[src/rtl/hamming_uart_encoder_if.sv]
// Bundle between user push logic, the encoder, and async_transmitter.
// Defining HAMMING_ERR_INJECT_EN adds the inj_en/inj_pos push-side fields.
interface hamming_uart_encoder_if;
  // Push: a nibble transfers on a rising clk edge where nib_valid && nib_ready.
  // nib_valid may be held while nib_ready is low. Nothing is stored and no error
  // is flagged in that case. Transmit: tx_start is a one-cycle pulse, and tx_data
  // is stable from before the pulse until the next load. tx_busy is
  // async_transmitter's TxD_busy.
  logic [3:0] nib_in;
  logic       nib_valid;
  logic       nib_ready;
  logic       tx_busy;
  logic       tx_start;
  logic [7:0] tx_data;
`ifdef HAMMING_ERR_INJECT_EN
  logic       inj_en;
  logic [2:0] inj_pos;

  modport master (
    output nib_in, nib_valid, tx_busy, inj_en, inj_pos,
    input  nib_ready, tx_start, tx_data
  );
  modport slave (
    input  nib_in, nib_valid, tx_busy, inj_en, inj_pos,
    output nib_ready, tx_start, tx_data
  );
`else
  modport master (
    output nib_in, nib_valid, tx_busy,
    input  nib_ready, tx_start, tx_data
  );
  modport slave (
    input  nib_in, nib_valid, tx_busy,
    output nib_ready, tx_start, tx_data
  );
`endif
endinterface

[src/rtl/hamming_uart_encoder.sv]
// Hamming(7,4) encoder with a codeword FIFO that feeds async_transmitter one byte per codeword.
// Defining HAMMING_ERR_INJECT_EN enables single-bit fault injection on push.
module hamming_uart_encoder #(
  parameter int FIFO_DEPTH = 4,
  parameter int CNT_W      = 16,
  localparam int AW        = $clog2(FIFO_DEPTH),
  localparam int LW        = AW + 1
) (
  input  logic                   clk,
  input  logic                   rst,
  hamming_uart_encoder_if.slave  bus,
  output logic [LW-1:0]          fifo_level,
  output logic [CNT_W-1:0]       frame_count,
  output logic [2:0]             fsm_state
);

  localparam logic [2:0] IDLE    = 3'd0;
  localparam logic [2:0] LOAD    = 3'd1;
  localparam logic [2:0] START   = 3'd2;
  localparam logic [2:0] WAIT_HI = 3'd3;
  localparam logic [2:0] WAIT_LO = 3'd4;

  logic [2:0]    state;
  logic [1:0]    wait_cnt;
  logic [7:0]    tx_data_q;
  logic [6:0]    cw_clean;
  logic [6:0]    cw;
  logic [6:0]    mem [FIFO_DEPTH];
  logic [AW-1:0] wr_ptr;
  logic [AW-1:0] rd_ptr;
  logic          full;
  logic          push;
  logic          pop;

  // Bit positions match the ECC_7 error_loc index, so a syndrome names the bit directly.
  always_comb begin
    cw_clean[0] = bus.nib_in[0] ^ bus.nib_in[1] ^ bus.nib_in[3];
    cw_clean[1] = bus.nib_in[0] ^ bus.nib_in[2] ^ bus.nib_in[3];
    cw_clean[2] = bus.nib_in[0];
    cw_clean[3] = bus.nib_in[1] ^ bus.nib_in[2] ^ bus.nib_in[3];
    cw_clean[4] = bus.nib_in[1];
    cw_clean[5] = bus.nib_in[2];
    cw_clean[6] = bus.nib_in[3];
  end

`ifdef HAMMING_ERR_INJECT_EN
  logic [6:0] inj_mask;

  always_comb begin
    inj_mask = '0;
    if (bus.inj_en && (bus.inj_pos != 3'd7)) inj_mask[bus.inj_pos] = 1'b1;
  end

  assign cw = cw_clean ^ inj_mask;
`else
  assign cw = cw_clean;
`endif

  // Full comes from the registered level, so a pop in the same cycle cannot admit a push.
  assign full          = (fifo_level == LW'(FIFO_DEPTH));
  assign push          = bus.nib_valid && !full;
  assign pop           = (state == LOAD);
  assign bus.nib_ready = !full;

  always_ff @(posedge clk) begin
    if (push) mem[wr_ptr] <= cw;
  end

  always_ff @(posedge clk) begin
    if (rst) begin
      wr_ptr     <= '0;
      rd_ptr     <= '0;
      fifo_level <= '0;
    end else begin
      if (push) wr_ptr <= wr_ptr + 1'b1;
      if (pop)  rd_ptr <= rd_ptr + 1'b1;
      case ({push, pop})
        2'b10:   fifo_level <= fifo_level + 1'b1;
        2'b01:   fifo_level <= fifo_level - 1'b1;
        default: fifo_level <= fifo_level;
      endcase
    end
  end

  // WAIT_HI gives the transmitter four cycles to raise busy before the same byte is restarted.
  always_ff @(posedge clk) begin
    if (rst) begin
      state       <= IDLE;
      wait_cnt    <= '0;
      tx_data_q   <= 8'h00;
      frame_count <= '0;
    end else begin
      case (state)
        IDLE: begin
          if ((fifo_level != '0) && !bus.tx_busy) state <= LOAD;
        end
        LOAD: begin
          tx_data_q <= {1'b0, mem[rd_ptr]};
          state     <= START;
        end
        START: begin
          wait_cnt <= '0;
          state    <= WAIT_HI;
        end
        WAIT_HI: begin
          if (bus.tx_busy)              state    <= WAIT_LO;
          else if (wait_cnt == 2'd3)    state    <= START;
          else                          wait_cnt <= wait_cnt + 1'b1;
        end
        WAIT_LO: begin
          if (!bus.tx_busy) begin
            state       <= IDLE;
            frame_count <= frame_count + 1'b1;
          end
        end
        default: state <= IDLE;
      endcase
    end
  end

  assign bus.tx_start = (state == START);
  assign bus.tx_data  = tx_data_q;
  assign fsm_state    = state;

endmodule
[src/flat_wrapper.sv]
// flat-port wrapper written by rule: the top's interface ports become plain ports
module hamming_uart_encoder_flat 
#(
  parameter int FIFO_DEPTH = 4,
  parameter int CNT_W      = 16,
  localparam int AW        = $clog2(FIFO_DEPTH),
  localparam int LW        = AW + 1
)
  (clk, rst, fifo_level, frame_count, fsm_state, bus_nib_in, bus_nib_valid, bus_tx_busy, bus_nib_ready, bus_tx_start, bus_tx_data);
  hamming_uart_encoder_if bus_i ();
  input  logic clk;
  input  logic rst;
  output logic [LW-1:0] fifo_level;
  output logic [CNT_W-1:0] frame_count;
  output logic [2:0] fsm_state;
  input wire logic [$bits(bus_i.nib_in)-1:0] bus_nib_in;
  input wire logic [$bits(bus_i.nib_valid)-1:0] bus_nib_valid;
  input wire logic [$bits(bus_i.tx_busy)-1:0] bus_tx_busy;
  output wire logic [$bits(bus_i.nib_ready)-1:0] bus_nib_ready;
  output wire logic [$bits(bus_i.tx_start)-1:0] bus_tx_start;
  output wire logic [$bits(bus_i.tx_data)-1:0] bus_tx_data;
  assign bus_i.nib_in = bus_nib_in;
  assign bus_i.nib_valid = bus_nib_valid;
  assign bus_i.tx_busy = bus_tx_busy;
  assign bus_nib_ready = bus_i.nib_ready;
  assign bus_tx_start = bus_i.tx_start;
  assign bus_tx_data = bus_i.tx_data;
  hamming_uart_encoder #(.FIFO_DEPTH(FIFO_DEPTH), .CNT_W(CNT_W)) u_core (.clk(clk), .rst(rst), .bus(bus_i), .fifo_level(fifo_level), .frame_count(frame_count), .fsm_state(fsm_state));
endmodule
[config.mk]
export PLATFORM = sky130hd
export DESIGN_NAME = hamming_uart_encoder_flat
export DESIGN_NICKNAME = d
export VERILOG_FILES = /design/src/rtl/hamming_uart_encoder_if.sv /design/src/rtl/hamming_uart_encoder.sv /design/src/flat_wrapper.sv
export SDC_FILE = /design/constraint.sdc
export NUM_CORES = 1
export LEC_CHECK = 0
export BUFFER_PORTS_ARGS = -buffer_cell sky130_fd_sc_hd__buf_4
export CAP_MARGIN = 0
export CORE_MARGIN = 1
export CORE_UTILIZATION = 40
export CTS_CLUSTER_DIAMETER = 120
export DETAILED_ROUTE_END_ITERATION = 10
export REMOVE_ABC_BUFFERS = 1
export SLEW_MARGIN = 15
export SYNTH_ARGS = -nofsm -noshare
export SYNTH_HDL_FRONTEND = slang
export SYNTH_SLANG_ARGS = --single-unit
[constraint.sdc]
create_clock -name clk -period 3 [get_ports clk]
set_clock_uncertainty 0.15 [all_clocks]
set_input_delay 0.15 -clock clk [delete_from_list [all_inputs] [get_ports clk]]
set_output_delay 0.15 -clock clk [all_outputs]
set_load 0.01 [all_outputs]
==> metrics, run 1 <==
total global-route track usage approximately 14%; CORE AREA between 0.006 and 0.007 mm²; failing checks design-rule violations; Final Slew Violations 0; grt ovf 0; Worst EP required between 3000 and 4000 ps; FF/Latch Area 0.00154 mm²; endpoints failing setup 0; Pleak about 1.2 nW; CTS tree yes; Yosys top cell by area edfxtp_1; post-cts gate resize count 0; register bit count reported by yosys between 60 and 70; Die W between 80 and 90 µm; CTS sink cnt between 60 and 70; Sw Ratio between 20% and 30%; die area about 0.007 mm²; clock power share about a third; CTS Buffer Depth 2; DR iter-0 viols 80; vias after detailed routing 1798; Placement Setup Slack around 280 ps; die height 84.5 µm; clk_lat worst skew 320 ps; CP max stage cell or3b_2; Power Density just over 700 mW/mm²; Post-synth EDFFs 28; Final Routed Wirelength 4.59 mm; fillers 590; Clk pin slew, worst setup/hold paths approximately 70 ps; post-layout min period between 2000 and 3000 ps; Initial DRT Pass Iterations 7; H-Tree Level Count 3; first-pass GRT wire length between 7 and 8 mm; Hold Crit Class in -> reg; max cap viols 0; CTS root buf clkbuf_8; Reg power frac between 40% and 50%; Max stage delay on crit path between 500 and 600 ps; Cell Int Power approximately 0.0017 W; share of the synthesized area in the top cell type 30.9%; Psw 0.000663 W; Setup crit end kind flip-flop; WP data arrival between 2000 and 3000 ps; Num CTS Buffers 9; routed length per instance ~13 µm; PortBufs 38; Primary FF master, synth dfxtp_1; crit path max fanout 11; sequential fraction of the synthesis area 56.7%; share of cells above drive strength 1 between 20% and 30%; synth unique cells 44; Synth Area per Inst between 10 and 15 µm²; largest cells by area after synthesis edfxtp_1 31%, dfxtp_1 26%, mux4_2 5.8%, xnor2_1 4.5%, nor2_1 4.0%; status complete, but fails checks; Syn Inst Count approximately 240; post-route clock period utilization between 80% and 90%; area growth from synthesis to layout 21.5%; Yosys warning count 0; Synth Cell Area 0.00272 mm²; Setup WS post-layout ~300 ps; Setup CP Type reg -> reg; FFs w/ async S/R, synth 0%; post-CTS setup buffers 0; initial antenna violation count 0; fin nets ~300; post-DP HPWL roughly 3.2 mm; CP startpoint kind flip-flop; n_diodes 0; IO Count 40; Fmax 0.371 GHz; largest net degree at the start of global routing 41; Total Neg Setup Slack 0 ps; RSZ-0062 raised after global routing no; num rows 29; final hold vios 0; vias in the first global route about 1700; Routed Antenna Nets 0; sequence of cells on the critical path or3b_2 -> inv_2 -> ha_1 -> inv_1 -> fa_1 -> xor2_1 -> or3_1 -> a21oi_1; Gate power share approximately a fifth; Via density a little under 5; max_slew headroom approximately half; Worst IR Drop VDD approximately 0.00032 V; RD Place Congestion 0.781; Residual DRC 10; area of the multi-input gates roughly 0.0011 mm²; Worst-Margin Slew between 700 and 800 ps; initial core utilization 42.1%
## what timing repair did
| item | in CTS | in global routing |
|---|---|---|
| setup endpoints to repair | 0 | 0 |
| endpoints found under the hold margin | 17 | 0 |
| hold buffers | 5 | 0 |
## through the flow
stage | total power, W | std cells | hold slack, ps | cell area (µm²) | utilization (%)
finish | 0.00240 | 364 | 90.4 | 3300 | 51.2
floorplan | 0.00144 | 228 | 69.1 | 2660 | -
detailed placement | 0.00165 | 343 | 223 | 3040 | 47.1
global route | 0.00255 | 364 | 93.5 | 3300 | 51.2
global placement | 0.00164 | 343 | 223 | 3040 | 47.1
CTS | 0.00244 | 364 | 75.9 | 3300 | 51.2
## logic make-up after synthesis
logic type	after synthesis	synth area share, %
adder cells (fa/ha/maj)	8	3.96
multiplexers	10	6.99
AO/OA/AOI/OAI	25	5.29
XOR/XNOR	19	6.12
flip-flops	63	56.7
other	1	0.138
AND/OR/NAND/NOR	93	17.3
buffers and inverters	20	3.50
## layout by cell type, fill, tap and decap left out, types with 2 or more instances in the layout
cell / Yosys / layout
inv_1: 8 / 8
nor4_1: 5 / 5
and3_2: 2 / 2
nand3_1: 3 / 3
o21ai_0: 3 / 3
edfxtp_1: 28 / 28
ha_1: 7 / 7
clkbuf_8: 0 / 9
nand4_1: 4 / 4
nand2_1: 27 / 27
bufinv_16: 0 / 2
a31o_2: 3 / 3
clkbuf_1: 6 / 2
dfxtp_1: 35 / 35
clkinv_4: 0 / 2
and3_1: 4 / 4
mux4_2: 7 / 7
nor2_1: 29 / 29
nor2b_1: 3 / 3
nand2b_1: 3 / 3
dlygate4sd3_1: 0 / 5
buf_4: 1 / 38
xnor2_1: 14 / 14
xor2_1: 5 / 5
nor3_1: 3 / 3
a21oi_1: 16 / 16
## power by group through the flow
stage	clock, W	combinational (W)	sequential, W
global route	0.000846	0.000576	0.00113
global placement	0	0.000511	0.00113
finish	0.000780	0.000513	0.00111
CTS	0.000801	0.000522	0.00111
floorplan	0	0.000312	0.00113
detailed placement	0	0.000514	0.00113
## path summary, 6_finish.rpt
check,from,to,slack [ps],cells past startpoint
hold / removal,rst,u_core.frame_count[10],90,2
setup / recovery,u_core.fsm_state[0],u_core.fifo_level[2],300,8
setup reg to reg,u_core.fsm_state[0],u_core.fifo_level[2],300,8
hold reg to reg,u_core.bus.tx_data[3],u_core.bus.tx_data[3],310,2
## layer usage
layer	track usage, %	up-vias	part of all wire [%]
li1	-	919	-
met1	16.9	845	45
met2	24.3	32	50
met3	4.52	2	4.5
met4	4.62	0	0.50
met5	0	-	0
## worst max-delay path: cells and delay by family (launching register included)
kind | cells | cell delay [ps]
adder cells (fa/ha/maj) | 2 | 590
flip-flops | 1 | 470
buffers and inverters | 2 | 250
XOR/XNOR | 1 | 160
AO/OA/AOI/OAI | 1 | 130
AND/OR/NAND/NOR | 2 | 880
## sequential cells by signal, summed over array words and instances (netlist names)
register,cells
u_core.fsm_state,3
u_core.frame_count,16
u_core.wr_ptr,2
u_core.rd_ptr,2
u_core.bus.tx_data,7
u_core.fifo_level,3
u_core.mem,28
u_core.wait_cnt,2
## Yosys cell counts, drive strengths merged, types with 5 or more instances
master,n
buf,5
nor4,6
nor2,29
xor2,5
and3,6
clkbuf,6
ha,7
a21oi,16
xnor2,14
edfxtp,28
nand2,27
dfxtp,35
mux4,7
inv,9
## area by class of cell
type / count / share of cell area [%]
flip-flops and latches: 63 / 46.6
well taps: 77 / 2.92
multi-input cells: 156 / 32.8
inverters: 9 / 1.02
clock inverters: 5 / 2.50
repair buffers: 43 / 10.1
clock buffers: 11 / 3.98
No activity file was read; power rests on OpenSTA's default activity.
==> inputs of run 2 (changes only) <==
Settings changed: GPL_TIMING_DRIVEN set to 0.
==> metrics, run 2 (synthesized netlist as in run 1, its figures left out) <==
CTS sink cnt 63; Fmax about 0.36 GHz; Die W 84.5 µm; n_diodes 0; RSZ-0062 raised after global routing no; Final Slew Violations 0; Worst-Margin Slew around 720 ps; clk_lat worst skew 330 ps; Max stage delay on crit path about 590 ps; routed length per instance around 13 µm; Pleak approximately 1.2 nW; initial core utilization around 42%; fin nets 298; IO Count 40; vias after detailed routing between 1500 and 2000; sequence of cells on the critical path or3b_2 -> inv_2 -> ha_1 -> inv_1 -> fa_1 -> xor2_1 -> or3_1 -> a21oi_1; Worst R2R Setup Slack about 230 ps; Worst EP required between 3000 and 4000 ps; Worst IR Drop VDD about 0.00034 V; die height between 80 and 90 µm; failing checks design-rule violations; Power Total around 0.0023 W; post-layout min period 2770 ps; fillers ~600; final hold vios 0; Final Routed Wirelength around 4.8 mm; endpoints failing setup 0; PortBufs 38; grt ovf 0; share of cells above drive strength 1 between 20 and 30%; vias in the first global route 1691; Hold Crit Class in -> reg; first-pass GRT wire length roughly 8 mm; Num CTS Buffers 9; Power Density roughly 700 mW/mm²; CP max stage cell or3b_2; Routed Antenna Nets 0; R2R Path Start u_core.fsm_state[0]; number of flip-flops in the largest register 28; num rows 29; Initial DRT Pass Iterations 7; crit path max fanout 11; Total Neg Setup Slack 0 ps; Worst Setup SP u_core.fsm_state[0]; largest register by flop count u_core.mem; largest net degree at the start of global routing 41; area growth from synthesis to layout 20.4%; DR iter-0 viols slightly below 80; CTS root buf clkbuf_8; post-DP HPWL about 3.2 mm; Clk pin slew, worst setup/hold paths roughly 80 ps; Residual DRC 10; Worst Setup EP u_core.fifo_level[2]; CTS Buffer Depth 2; CP startpoint kind flip-flop; post-CTS setup buffers 0; max cap viols 0; CORE AREA 0.00646 mm²; initial antenna violation count 0; status complete, but fails checks; most frequent cells in the layout 38 x buf_4, 35 x dfxtp_1, 29 x nor2_1, 28 x edfxtp_1, 27 x nand2_1; total global-route track usage approximately 15%; RD Place Congestion between 0.7 and 0.8; H-Tree Level Count 3; reg2reg path depth 8; post-route clock period utilization about 92%; Via density between 4 and 5; Setup crit end kind flip-flop; FF-to-FF End u_core.fifo_level[2]; CTS tree yes; Setup CP Type reg -> reg; max_slew headroom 51.3%; die area around 0.0071 mm²; most common cell after layout, fill and taps aside buf_4; hold_ws between 70 and 80 ps; WP data arrival 2880 ps
-- run 2: changes by cell type in the layout (fill, tap and decap cells not counted), sizes merged --
cell	change
inv	+4
clkinvlp	+2
clkbuf	-2
clkinv	-2
bufinv	-2
-- run 2: how the worst min path moves through the flow --
| stage | start | to | depth (start not counted) |
|---|---|---|---|
| final | rst | u_core.rd_ptr[1] | 2 |
| after global routing | rst | u_core.frame_count[0] | 2 |
| after CTS | rst | u_core.frame_count[0] | 2 |
| after detailed placement | bus_nib_in[1] | u_core.mem[2][4] | 1 |
| after global placement | bus_nib_in[2] | u_core.mem[3][5] | 1 |
| after floorplan | rst | u_core.bus.tx_data[0] | 1 |
-- run 2: stage by stage --
step / utilization (%) / instances / setup slack [ps] / area [µm²]
after detailed placement: 47.1 / 343 / 225 / 3040
after floorplan: - / 228 / 443 / 2660
after global placement: 47.1 / 343 / 245 / 3040
after CTS: 50.7 / 364 / 197 / 3280
final: 50.7 / 364 / 227 / 3280
after global routing: 50.7 / 364 / 15.8 / 3280
-- run 2: repair_timing --
| item | in CTS | in global routing |
|---|---|---|
| hold buffers | 5 | 0 |
| endpoints found under the hold margin | 18 | 0 |
| resized for setup | 0 | 0 |
-- run 2: where the power goes --
group	internal, W	switching, W
sequential	0.00101	0.000106
combinational	0.000260	0.000249
clock	0.000315	0.000374
total	0.00158	0.000729
-- run 2: layer usage --
layer / global-route usage, % / part of all wire [%] / routed length (µm) / up-vias
met3: 4.23 / 4.5 / 214 / 2
met5: 0 / 0 / 0 / -
met2: 24.6 / 48 / 2290 / 30
met4: 6.01 / 0.60 / 29 / 0
li1: - / - / - / 921
met1: 18.9 / 47 / 2270 / 835
-- run 2: cell type report --
class	count	area (µm²)	share of cell area (%)
Clock inverter	7	61.3	1.87
Tap cell	77	96.3	2.94
Timing Repair Buffer	43	335	10.2
Clock buffer	9	124	3.78
Inverter	9	33.8	1.03
Multi-Input combinational cell	156	1080	33.1
Sequential cell	63	1540	47.1
-- run 2: critical path, delay by kind of cell (launching register included) --
kind            cells  cell delay (ps)
compound gates      1              140
fa+ha+maj           2              600
flops               1              490
buf+inv             2              270
simple gates        2              900
xor+xnor            1              160
